## config.mk

```make
export PLATFORM = sky130hd
export DESIGN_NAME = mem_arbiter_flat
export DESIGN_NICKNAME = d
export VERILOG_FILES = /design/src/rtl/mem_arbiter_pkg.sv /design/src/rtl/mem_arbiter_if.sv /design/src/rtl/mem_arbiter.sv /design/src/flat_wrapper.sv
export SDC_FILE = /design/constraint.sdc
export NUM_CORES = 1
export LEC_CHECK = 0
export CAP_MARGIN = 5
export CORE_ASPECT_RATIO = 1.1
export CORE_MARGIN = 5
export CORE_UTILIZATION = 49
export CTS_BUF_LIST = sky130_fd_sc_hd__clkbuf_16
export DETAILED_ROUTE_END_ITERATION = 8
export GPL_TIMING_DRIVEN = 0
export PLACE_DENSITY_LB_ADDON = 0.15
export RECOVER_POWER = 100
export SETUP_SLACK_MARGIN = 0.4
export SYNTH_ARGS = -nofsm -noshare
export SYNTH_HDL_FRONTEND = slang
export SYNTH_SLANG_ARGS = --single-unit
```

## constraint.sdc

```tcl
create_clock -name clk -period 7.9 [get_ports clk]
set_input_delay 2.37 -clock clk [delete_from_list [all_inputs] [get_ports clk]]
set_output_delay 2.37 -clock clk [all_outputs]
set_load 0.02 [all_outputs]
```

## src/rtl/mem_arbiter_pkg.sv

```systemverilog
// Shared constants, state/owner encodings and small helpers for the RAM-port arbiter.
// Byte-count and load-extension helpers are shared by the arbiter and its users.
package mem_arbiter_pkg;

  localparam logic [31:0] IO_BASE   = 32'h0003_0000;
  localparam logic [1:0]  REQUIRE8  = 2'd0;
  localparam logic [1:0]  REQUIRE16 = 2'd1;
  localparam logic [1:0]  REQUIRE32 = 2'd2;

  typedef enum logic [1:0] {
    ST_IDLE,
    ST_RUN,
    ST_DONE
  } state_e;

  typedef enum logic [1:0] {
    OWN_IF,
    OWN_LD,
    OWN_ST
  } owner_e;

  function automatic logic [2:0] len_bytes(input logic [1:0] len);
    case (len)
      REQUIRE8:  return 3'd1;
      REQUIRE16: return 3'd2;
      default:   return 3'd4;
    endcase
  endfunction

  // IO space is selected by address bits [17:16] alone.
  function automatic logic is_io(input logic [1:0] seg);
    return seg == IO_BASE[17:16];
  endfunction

  function automatic logic [31:0] extend_load(input logic [31:0] raw, input logic [2:0] n,
                                              input logic sgn);
    case (n)
      3'd1:    return {{24{sgn & raw[7]}}, raw[7:0]};
      3'd2:    return {{16{sgn & raw[15]}}, raw[15:0]};
      default: return raw;
    endcase
  endfunction

endpackage

```

## src/rtl/mem_arbiter_if.sv

```systemverilog
// Request/response and RAM-side signals of the arbiter; master is the arbiter,
// slave is the fetch unit / LSB / RAM environment around it.
interface mem_arbiter_if;

  logic        rdy;
  logic        jump_wrong;
  logic        if_req;
  logic [31:0] if_addr;
  logic        if_done;
  logic [31:0] if_data;
  logic        lsb_read;
  logic        lsb_write;
  logic [1:0]  lsb_len;
  logic        lsb_signed;
  logic [31:0] lsb_addr;
  logic [31:0] lsb_wdata;
  logic        lsb_load_done;
  logic        lsb_store_done;
  logic [31:0] lsb_rdata;
  logic [7:0]  mem_din;
  logic [7:0]  mem_dout;
  logic [31:0] mem_a;
  logic        mem_wr;
  logic        io_buffer_full;

  modport master (
    input  rdy, jump_wrong, if_req, if_addr, lsb_read, lsb_write, lsb_len, lsb_signed,
           lsb_addr, lsb_wdata, mem_din, io_buffer_full,
    output if_done, if_data, lsb_load_done, lsb_store_done, lsb_rdata, mem_dout, mem_a, mem_wr
  );

  modport slave (
    output rdy, jump_wrong, if_req, if_addr, lsb_read, lsb_write, lsb_len, lsb_signed,
           lsb_addr, lsb_wdata, mem_din, io_buffer_full,
    input  if_done, if_data, lsb_load_done, lsb_store_done, lsb_rdata, mem_dout, mem_a, mem_wr
  );

endinterface

```

## src/rtl/mem_arbiter.sv

```systemverilog
// Serializes fetch and load/store requests onto the byte-wide RAM port, reassembling
// little-endian read data; speculative reads abort on mispredict, stores always finish.
module mem_arbiter
  import mem_arbiter_pkg::*;
(
  input logic           clk,
  input logic           rst,
  mem_arbiter_if.master bus_io
);

  state_e      state_q, state_d;
  owner_e      owner_q, owner_d;
  logic        lsb_last_q, lsb_last_d;
  logic [2:0]  n_q, n_d;
  logic [2:0]  issue_q, issue_d;
  logic [2:0]  cap_q, cap_d;
  logic [31:0] base_q, base_d;
  logic [31:0] wdata_q, wdata_d;
  logic [31:0] asm_q, asm_d;
  logic        sgn_q, sgn_d;

  logic [31:0] cur_addr;
  logic        flush;
  logic        lsb_pend;
  logic        pick_if;

  assign cur_addr = base_q + {29'd0, issue_q};
  assign flush    = bus_io.jump_wrong && (owner_q != OWN_ST);
  assign lsb_pend = bus_io.lsb_read | bus_io.lsb_write;
  // On a tie, fetch wins only if the LSB was served last.
  assign pick_if  = bus_io.if_req && (!lsb_pend || lsb_last_q);

  assign bus_io.if_data   = asm_q;
  assign bus_io.lsb_rdata = extend_load(asm_q, n_q, sgn_q);

  always_ff @(posedge clk) begin
    if (rst) begin
      state_q    <= ST_IDLE;
      owner_q    <= OWN_IF;
      lsb_last_q <= 1'b1;
      n_q        <= 3'd0;
      issue_q    <= 3'd0;
      cap_q      <= 3'd0;
      base_q     <= 32'd0;
      wdata_q    <= 32'd0;
      asm_q      <= 32'd0;
      sgn_q      <= 1'b0;
    end else if (bus_io.rdy) begin
      state_q    <= state_d;
      owner_q    <= owner_d;
      lsb_last_q <= lsb_last_d;
      n_q        <= n_d;
      issue_q    <= issue_d;
      cap_q      <= cap_d;
      base_q     <= base_d;
      wdata_q    <= wdata_d;
      asm_q      <= asm_d;
      sgn_q      <= sgn_d;
    end
  end

  always_comb begin
    state_d    = state_q;
    owner_d    = owner_q;
    lsb_last_d = lsb_last_q;
    n_d        = n_q;
    issue_d    = issue_q;
    cap_d      = cap_q;
    base_d     = base_q;
    wdata_d    = wdata_q;
    asm_d      = asm_q;
    sgn_d      = sgn_q;
    bus_io.mem_a          = 32'd0;
    bus_io.mem_dout       = 8'd0;
    bus_io.mem_wr         = 1'b0;
    bus_io.if_done        = 1'b0;
    bus_io.lsb_load_done  = 1'b0;
    bus_io.lsb_store_done = 1'b0;

    case (state_q)
      ST_IDLE: begin
        if (!bus_io.jump_wrong && (bus_io.if_req || lsb_pend)) begin
          state_d = ST_RUN;
          issue_d = 3'd0;
          cap_d   = 3'd0;
          asm_d   = 32'd0;
          if (pick_if) begin
            owner_d = OWN_IF;
            base_d  = bus_io.if_addr;
            n_d     = 3'd4;
            sgn_d   = 1'b0;
          end else begin
            owner_d = bus_io.lsb_write ? OWN_ST : OWN_LD;
            base_d  = bus_io.lsb_addr;
            n_d     = len_bytes(bus_io.lsb_len);
            wdata_d = bus_io.lsb_wdata;
            sgn_d   = bus_io.lsb_signed;
          end
        end
      end

      ST_RUN: begin
        if (owner_q == OWN_ST) begin
          // A full IO buffer holds the current byte back without advancing.
          if (issue_q < n_q && !(is_io(cur_addr[17:16]) && bus_io.io_buffer_full)) begin
            bus_io.mem_a    = cur_addr;
            bus_io.mem_dout = wdata_q[{issue_q[1:0], 3'b000} +: 8];
            bus_io.mem_wr   = 1'b1;
            issue_d         = issue_q + 3'd1;
            if (issue_q == n_q - 3'd1) state_d = ST_DONE;
          end
        end else begin
          if (issue_q < n_q) begin
            bus_io.mem_a = cur_addr;
            issue_d      = issue_q + 3'd1;
          end
          // RAM data lags the address by one cycle, so capture trails issue.
          if (cap_q < issue_q) begin
            asm_d[{cap_q[1:0], 3'b000} +: 8] = bus_io.mem_din;
            cap_d = cap_q + 3'd1;
            if (cap_q == n_q - 3'd1) state_d = ST_DONE;
          end
          if (bus_io.jump_wrong) state_d = ST_IDLE;
        end
      end

      ST_DONE: begin
        state_d = ST_IDLE;
        if (!flush) begin
          bus_io.if_done        = (owner_q == OWN_IF);
          bus_io.lsb_load_done  = (owner_q == OWN_LD);
          bus_io.lsb_store_done = (owner_q == OWN_ST);
          lsb_last_d            = (owner_q != OWN_IF);
        end
      end

      default: state_d = ST_IDLE;
    endcase
  end

endmodule

```

## src/flat_wrapper.sv

```systemverilog
// flat-port wrapper written by rule: the top's interface ports become plain ports
module mem_arbiter_flat import mem_arbiter_pkg::*;
  (clk, rst, bus_io_rdy, bus_io_jump_wrong, bus_io_if_req, bus_io_if_addr, bus_io_lsb_read, bus_io_lsb_write, bus_io_lsb_len, bus_io_lsb_signed, bus_io_lsb_addr, bus_io_lsb_wdata, bus_io_mem_din, bus_io_io_buffer_full, bus_io_if_done, bus_io_if_data, bus_io_lsb_load_done, bus_io_lsb_store_done, bus_io_lsb_rdata, bus_io_mem_dout, bus_io_mem_a, bus_io_mem_wr);
  mem_arbiter_if bus_io_i ();
  input logic clk;
  input logic rst;
  input wire logic [$bits(bus_io_i.rdy)-1:0] bus_io_rdy;
  input wire logic [$bits(bus_io_i.jump_wrong)-1:0] bus_io_jump_wrong;
  input wire logic [$bits(bus_io_i.if_req)-1:0] bus_io_if_req;
  input wire logic [$bits(bus_io_i.if_addr)-1:0] bus_io_if_addr;
  input wire logic [$bits(bus_io_i.lsb_read)-1:0] bus_io_lsb_read;
  input wire logic [$bits(bus_io_i.lsb_write)-1:0] bus_io_lsb_write;
  input wire logic [$bits(bus_io_i.lsb_len)-1:0] bus_io_lsb_len;
  input wire logic [$bits(bus_io_i.lsb_signed)-1:0] bus_io_lsb_signed;
  input wire logic [$bits(bus_io_i.lsb_addr)-1:0] bus_io_lsb_addr;
  input wire logic [$bits(bus_io_i.lsb_wdata)-1:0] bus_io_lsb_wdata;
  input wire logic [$bits(bus_io_i.mem_din)-1:0] bus_io_mem_din;
  input wire logic [$bits(bus_io_i.io_buffer_full)-1:0] bus_io_io_buffer_full;
  output wire logic [$bits(bus_io_i.if_done)-1:0] bus_io_if_done;
  output wire logic [$bits(bus_io_i.if_data)-1:0] bus_io_if_data;
  output wire logic [$bits(bus_io_i.lsb_load_done)-1:0] bus_io_lsb_load_done;
  output wire logic [$bits(bus_io_i.lsb_store_done)-1:0] bus_io_lsb_store_done;
  output wire logic [$bits(bus_io_i.lsb_rdata)-1:0] bus_io_lsb_rdata;
  output wire logic [$bits(bus_io_i.mem_dout)-1:0] bus_io_mem_dout;
  output wire logic [$bits(bus_io_i.mem_a)-1:0] bus_io_mem_a;
  output wire logic [$bits(bus_io_i.mem_wr)-1:0] bus_io_mem_wr;
  assign bus_io_i.rdy = bus_io_rdy;
  assign bus_io_i.jump_wrong = bus_io_jump_wrong;
  assign bus_io_i.if_req = bus_io_if_req;
  assign bus_io_i.if_addr = bus_io_if_addr;
  assign bus_io_i.lsb_read = bus_io_lsb_read;
  assign bus_io_i.lsb_write = bus_io_lsb_write;
  assign bus_io_i.lsb_len = bus_io_lsb_len;
  assign bus_io_i.lsb_signed = bus_io_lsb_signed;
  assign bus_io_i.lsb_addr = bus_io_lsb_addr;
  assign bus_io_i.lsb_wdata = bus_io_lsb_wdata;
  assign bus_io_i.mem_din = bus_io_mem_din;
  assign bus_io_i.io_buffer_full = bus_io_io_buffer_full;
  assign bus_io_if_done = bus_io_i.if_done;
  assign bus_io_if_data = bus_io_i.if_data;
  assign bus_io_lsb_load_done = bus_io_i.lsb_load_done;
  assign bus_io_lsb_store_done = bus_io_i.lsb_store_done;
  assign bus_io_lsb_rdata = bus_io_i.lsb_rdata;
  assign bus_io_mem_dout = bus_io_i.mem_dout;
  assign bus_io_mem_a = bus_io_i.mem_a;
  assign bus_io_mem_wr = bus_io_i.mem_wr;
  mem_arbiter u_core (.clk(clk), .rst(rst), .bus_io(bus_io_i));
endmodule
```

==> results_dict.tcl <==
set metrics [dict create \
    area.growth.synth_to_final_pct 44.54 \
    cp.required_ps 5530 \
    worst_setup_path_start_kind "primary input" \
    fmax_mhz 139.6 \
    crit_cells 9 \
    grt_pass1_wl_um 29500 \
    relSlewSlack_pct 29.99 \
    reg2regPathDepth 10 \
    regArea_um2 2222 \
    h-tree-depth 3 \
    drtAntennaViolNets 0 \
    synthFlopType "dfxtp_1" \
    clkLatencyLatePin_ps 350 \
    netlist_top_cells_area "dfxtp_1, nand2_1, nor2_1" \
    power_frac_clock_pct 36.3 \
    slew_violations 0 \
    power.internal_mw 0.9167 \
    ir_drop_uv 125.2 \
    hold_viol 0 \
    dp_hpwl_um 14360 \
    outcome "completed" \
    dieWidth_um 115.8 \
    ys_ff_latch 111 \
    crit_family "buffers and inverters" \
    reg2reg_from "u_core.issue_q[1]" \
    rsz0062_at_grt "false" \
    drive_above_1_share_pct 4.378 \
    layout_min_cycle_time_ps 7162 \
    place_congestion 0.8885 \
    std_cell_rows 42 \
    yosys_warnings 0 \
    via_per_inst 5.394 \
    synth_top_cell_area_share_pct 36.86 \
    syn_inst 769 \
    cp_slowest_cell "dlygate4sd3_1" \
    finalWirelength_um 18590 \
    seqPwrFrac_pct 48.6 \
    nets 1133 \
    die_area_um2 14620 \
    synth_edf_count 0 \
    initial_core_util_pct 50.09 \
    antenna_found_initial 0 \
    clock_tree.root_cell "clkbuf_16" \
    cts.sinks 111 \
    worstSetupPathType "primary input to primary output" \
    worstPathArrival_ps 4790 \
    grt_pass1_vias 6031 \
    cts_tree "built" \
    p_sw_mw 0.3184 \
    pin_count 223 \
    drt-pass1-iter-count 5 \
    worst_pin_slew_ps 1037 \
    hold_class "register to register" \
    grt_use_total_pct 24.83 \
    worstReg2RegEnd "u_core.bus_io.if_data[27]" \
    wire_per_inst_um 16.04 \
    postSynthAreaPerCell_um2 7.839 \
    fp.coreArea_um2 12030 \
    clk_pin_slew_worst_paths_ps 70 \
    pre_cts_slack_ps 817.1 \
    grt_start_max_net_pins 18 \
    crit_path_frequent_cell "nand3_1" \
    setup_viol 0 \
    synthArstFlopShare_pct 0 \
    vias 6252 \
    cellLeakagePower_nw 3.527 \
    timing.final.crit_share_pct 90.65 \
    crit_buf_inv 3 \
    rrSetupSlack_ps 4310 \
    crit_start "bus_io_io_buffer_full" \
    maxCapViolations 0 \
    setup_tns_ps 0 \
    worst_slack_ps 738.4 \
    endpoint_kind "primary output" \
    synth_cell_types 55 \
    syn_area_um2 6028 \
    power_density_nw_per_um2 141.8 \
    antenna_cells 0 \
    drcViolationCount 0 \
    multiInputGateArea_um2 3482 \
    cp_slowest_stage_delay_ps 700 \
    synth_area_leader_cell "dfxtp_1" \
    overflow 0 \
    ctsResizeCount 0 \
    p_comb_share_pct 15.1 \
    cts_made_buffers 9 \
    cts_setup_buffers 0 \
    clockBufferDepth 2 \
    synth_seq_area_share_pct 36.86 \
    ctsHoldBuffers 0 \
    die_y_um 126.3 \
    crit_fanout 9 \
    final.setup_skew_ps 5.523 \
    crit_chain "clkdlybuf4s50_1 -> nor4b_1 -> nand3_1 -> or2_1 -> nand3_1 -> or4_1 -> buf_2 -> nor2b_1 -> dlygate4sd3_1" \
    nFillCells 1018 \
    io_buffers 221 \
    switching_share_pct 25.78 \
    cp-endpoint "bus_io_mem_dout[1]" \
    drt_iter0_markers 438 \
    synth_nets 901 \
]
-- state kept, by name (all words and copies together), names as in the netlist --
name                   count
u_core.n_q                 3
u_core.cap_q               3
u_core.bus_io.if_data     32
u_core.state_q             2
u_core.base_q             32
u_core.lsb_last_q          1
u_core.issue_q             3
u_core.wdata_q            32
u_core.owner_q             2
u_core.sgn_q               1
-- metrics by stage --
| step | total power, mW | hold WS (ps) | cell area (µm²) | instances | utilization, % |
|---|---|---|---|---|---|
| floorplan | 0.7048 | 433.1 | 6028 | 769 | - |
| global placement | 0.7971 | 438.9 | 8433 | 1144 | 70.08 |
| detailed placement | 0.8004 | 444.9 | 8433 | 1144 | 70.08 |
| CTS | 1.244 | 454.7 | 8721 | 1159 | 72.47 |
| global route | 1.286 | 478.8 | 8713 | 1159 | 72.41 |
| finish | 1.235 | 454.9 | 8713 | 1159 | 72.41 |
-- power by group through the flow --
stage               sequential (mW)  clock (mW)  combinational, mW
detailed placement            0.613           0              0.188
global placement              0.611           0              0.186
global route                  0.603       0.478              0.205
floorplan                     0.608           0             0.0966
finish                        0.600       0.448              0.187
CTS                           0.600       0.456              0.189
-- cell usage after synthesis, types with 2 or more instances --
library cell and number:
a211o_1 3, a21o_1 19, a21oi_1 59, a22o_1 16, a22oi_1 8, a311oi_1 32
and3_1 5, and4_1 6, buf_1 5, buf_2 5, buf_4 11, clkbuf_1 35
dfxtp_1 111, ha_1 16, inv_1 15, mux4_2 8, nand2_1 176, nand2b_1 9
nand3_1 21, nand4_1 11, nand4b_1 4, nor2_1 94, nor2b_1 11, nor3_1 7
nor4_1 7, nor4b_1 2, o2111ai_1 2, o21a_1 2, o21ai_0 3, o21ai_1 5
or3_1 2, or4_1 2, xnor2_1 25, xor2_1 11
-- layout by cell type (no fill, tap or decap), types with 15 or more instances in the layout --
master / netlist / final
nand2_1: 176 / 176
clkdlybuf4s50_1: 0 / 111
dfxtp_1: 111 / 111
dlygate4sd3_1: 0 / 110
nor2_1: 94 / 94
a21oi_1: 59 / 59
clkbuf_1: 35 / 40
a311oi_1: 32 / 32
xnor2_1: 25 / 25
nand3_1: 21 / 21
a21o_1: 19 / 19
a22o_1: 16 / 16
ha_1: 16 / 16
inv_1: 15 / 15
-- metal layers --
layer	wire length (µm)	GRT usage, %	share of wire, %	vias to the layer above
li1	-	-	-	3143
met1	7231	28.51	39	2878
met2	9560	45.67	51	206
met3	1494	5.622	8.0	25
met4	306	6.962	1.6	0
met5	0	0	0	-
-- area by class of cell --
type                       instances  share of cell area, %
clock buffer                       9                  2.585
inverter                          16                 0.6893
multi-input combinational        586                  39.96
sequential                       111                  25.50
clock inverter                     6                 0.7180
tap                              154                  2.211
buffer                            56                  2.944
timing repair buffer             221                  25.39
-- how the worst min path moves through the flow --
stage	from	end	slack, ps	depth (start not counted)
final	u_core.wdata_q[16]	u_core.wdata_q[16]	450	2
after global routing	u_core.wdata_q[15]	u_core.wdata_q[15]	480	2
after CTS	u_core.wdata_q[22]	u_core.wdata_q[22]	450	2
after detailed placement	u_core.wdata_q[22]	u_core.wdata_q[22]	440	2
after global placement	u_core.wdata_q[19]	u_core.wdata_q[19]	440	2
after floorplan	u_core.wdata_q[16]	u_core.wdata_q[16]	430	2
-- tightest hold or removal path, cell delays in order (launching register included) --
cell	delay, ps
dfxtp_1	310
nand2_1	50
a21oi_1	50
-- logic make-up after synthesis --
kind of cell,synth area share (%)
buffers and inverters,5.272
XOR/XNOR,5.230
adder cells (fa/ha/maj),3.653
AO/OA/AOI/OAI,18.74
multiplexers,2.989
AND/OR/NAND/NOR,27.25
flip-flops,36.86
(Power assumes the default switching activity.)
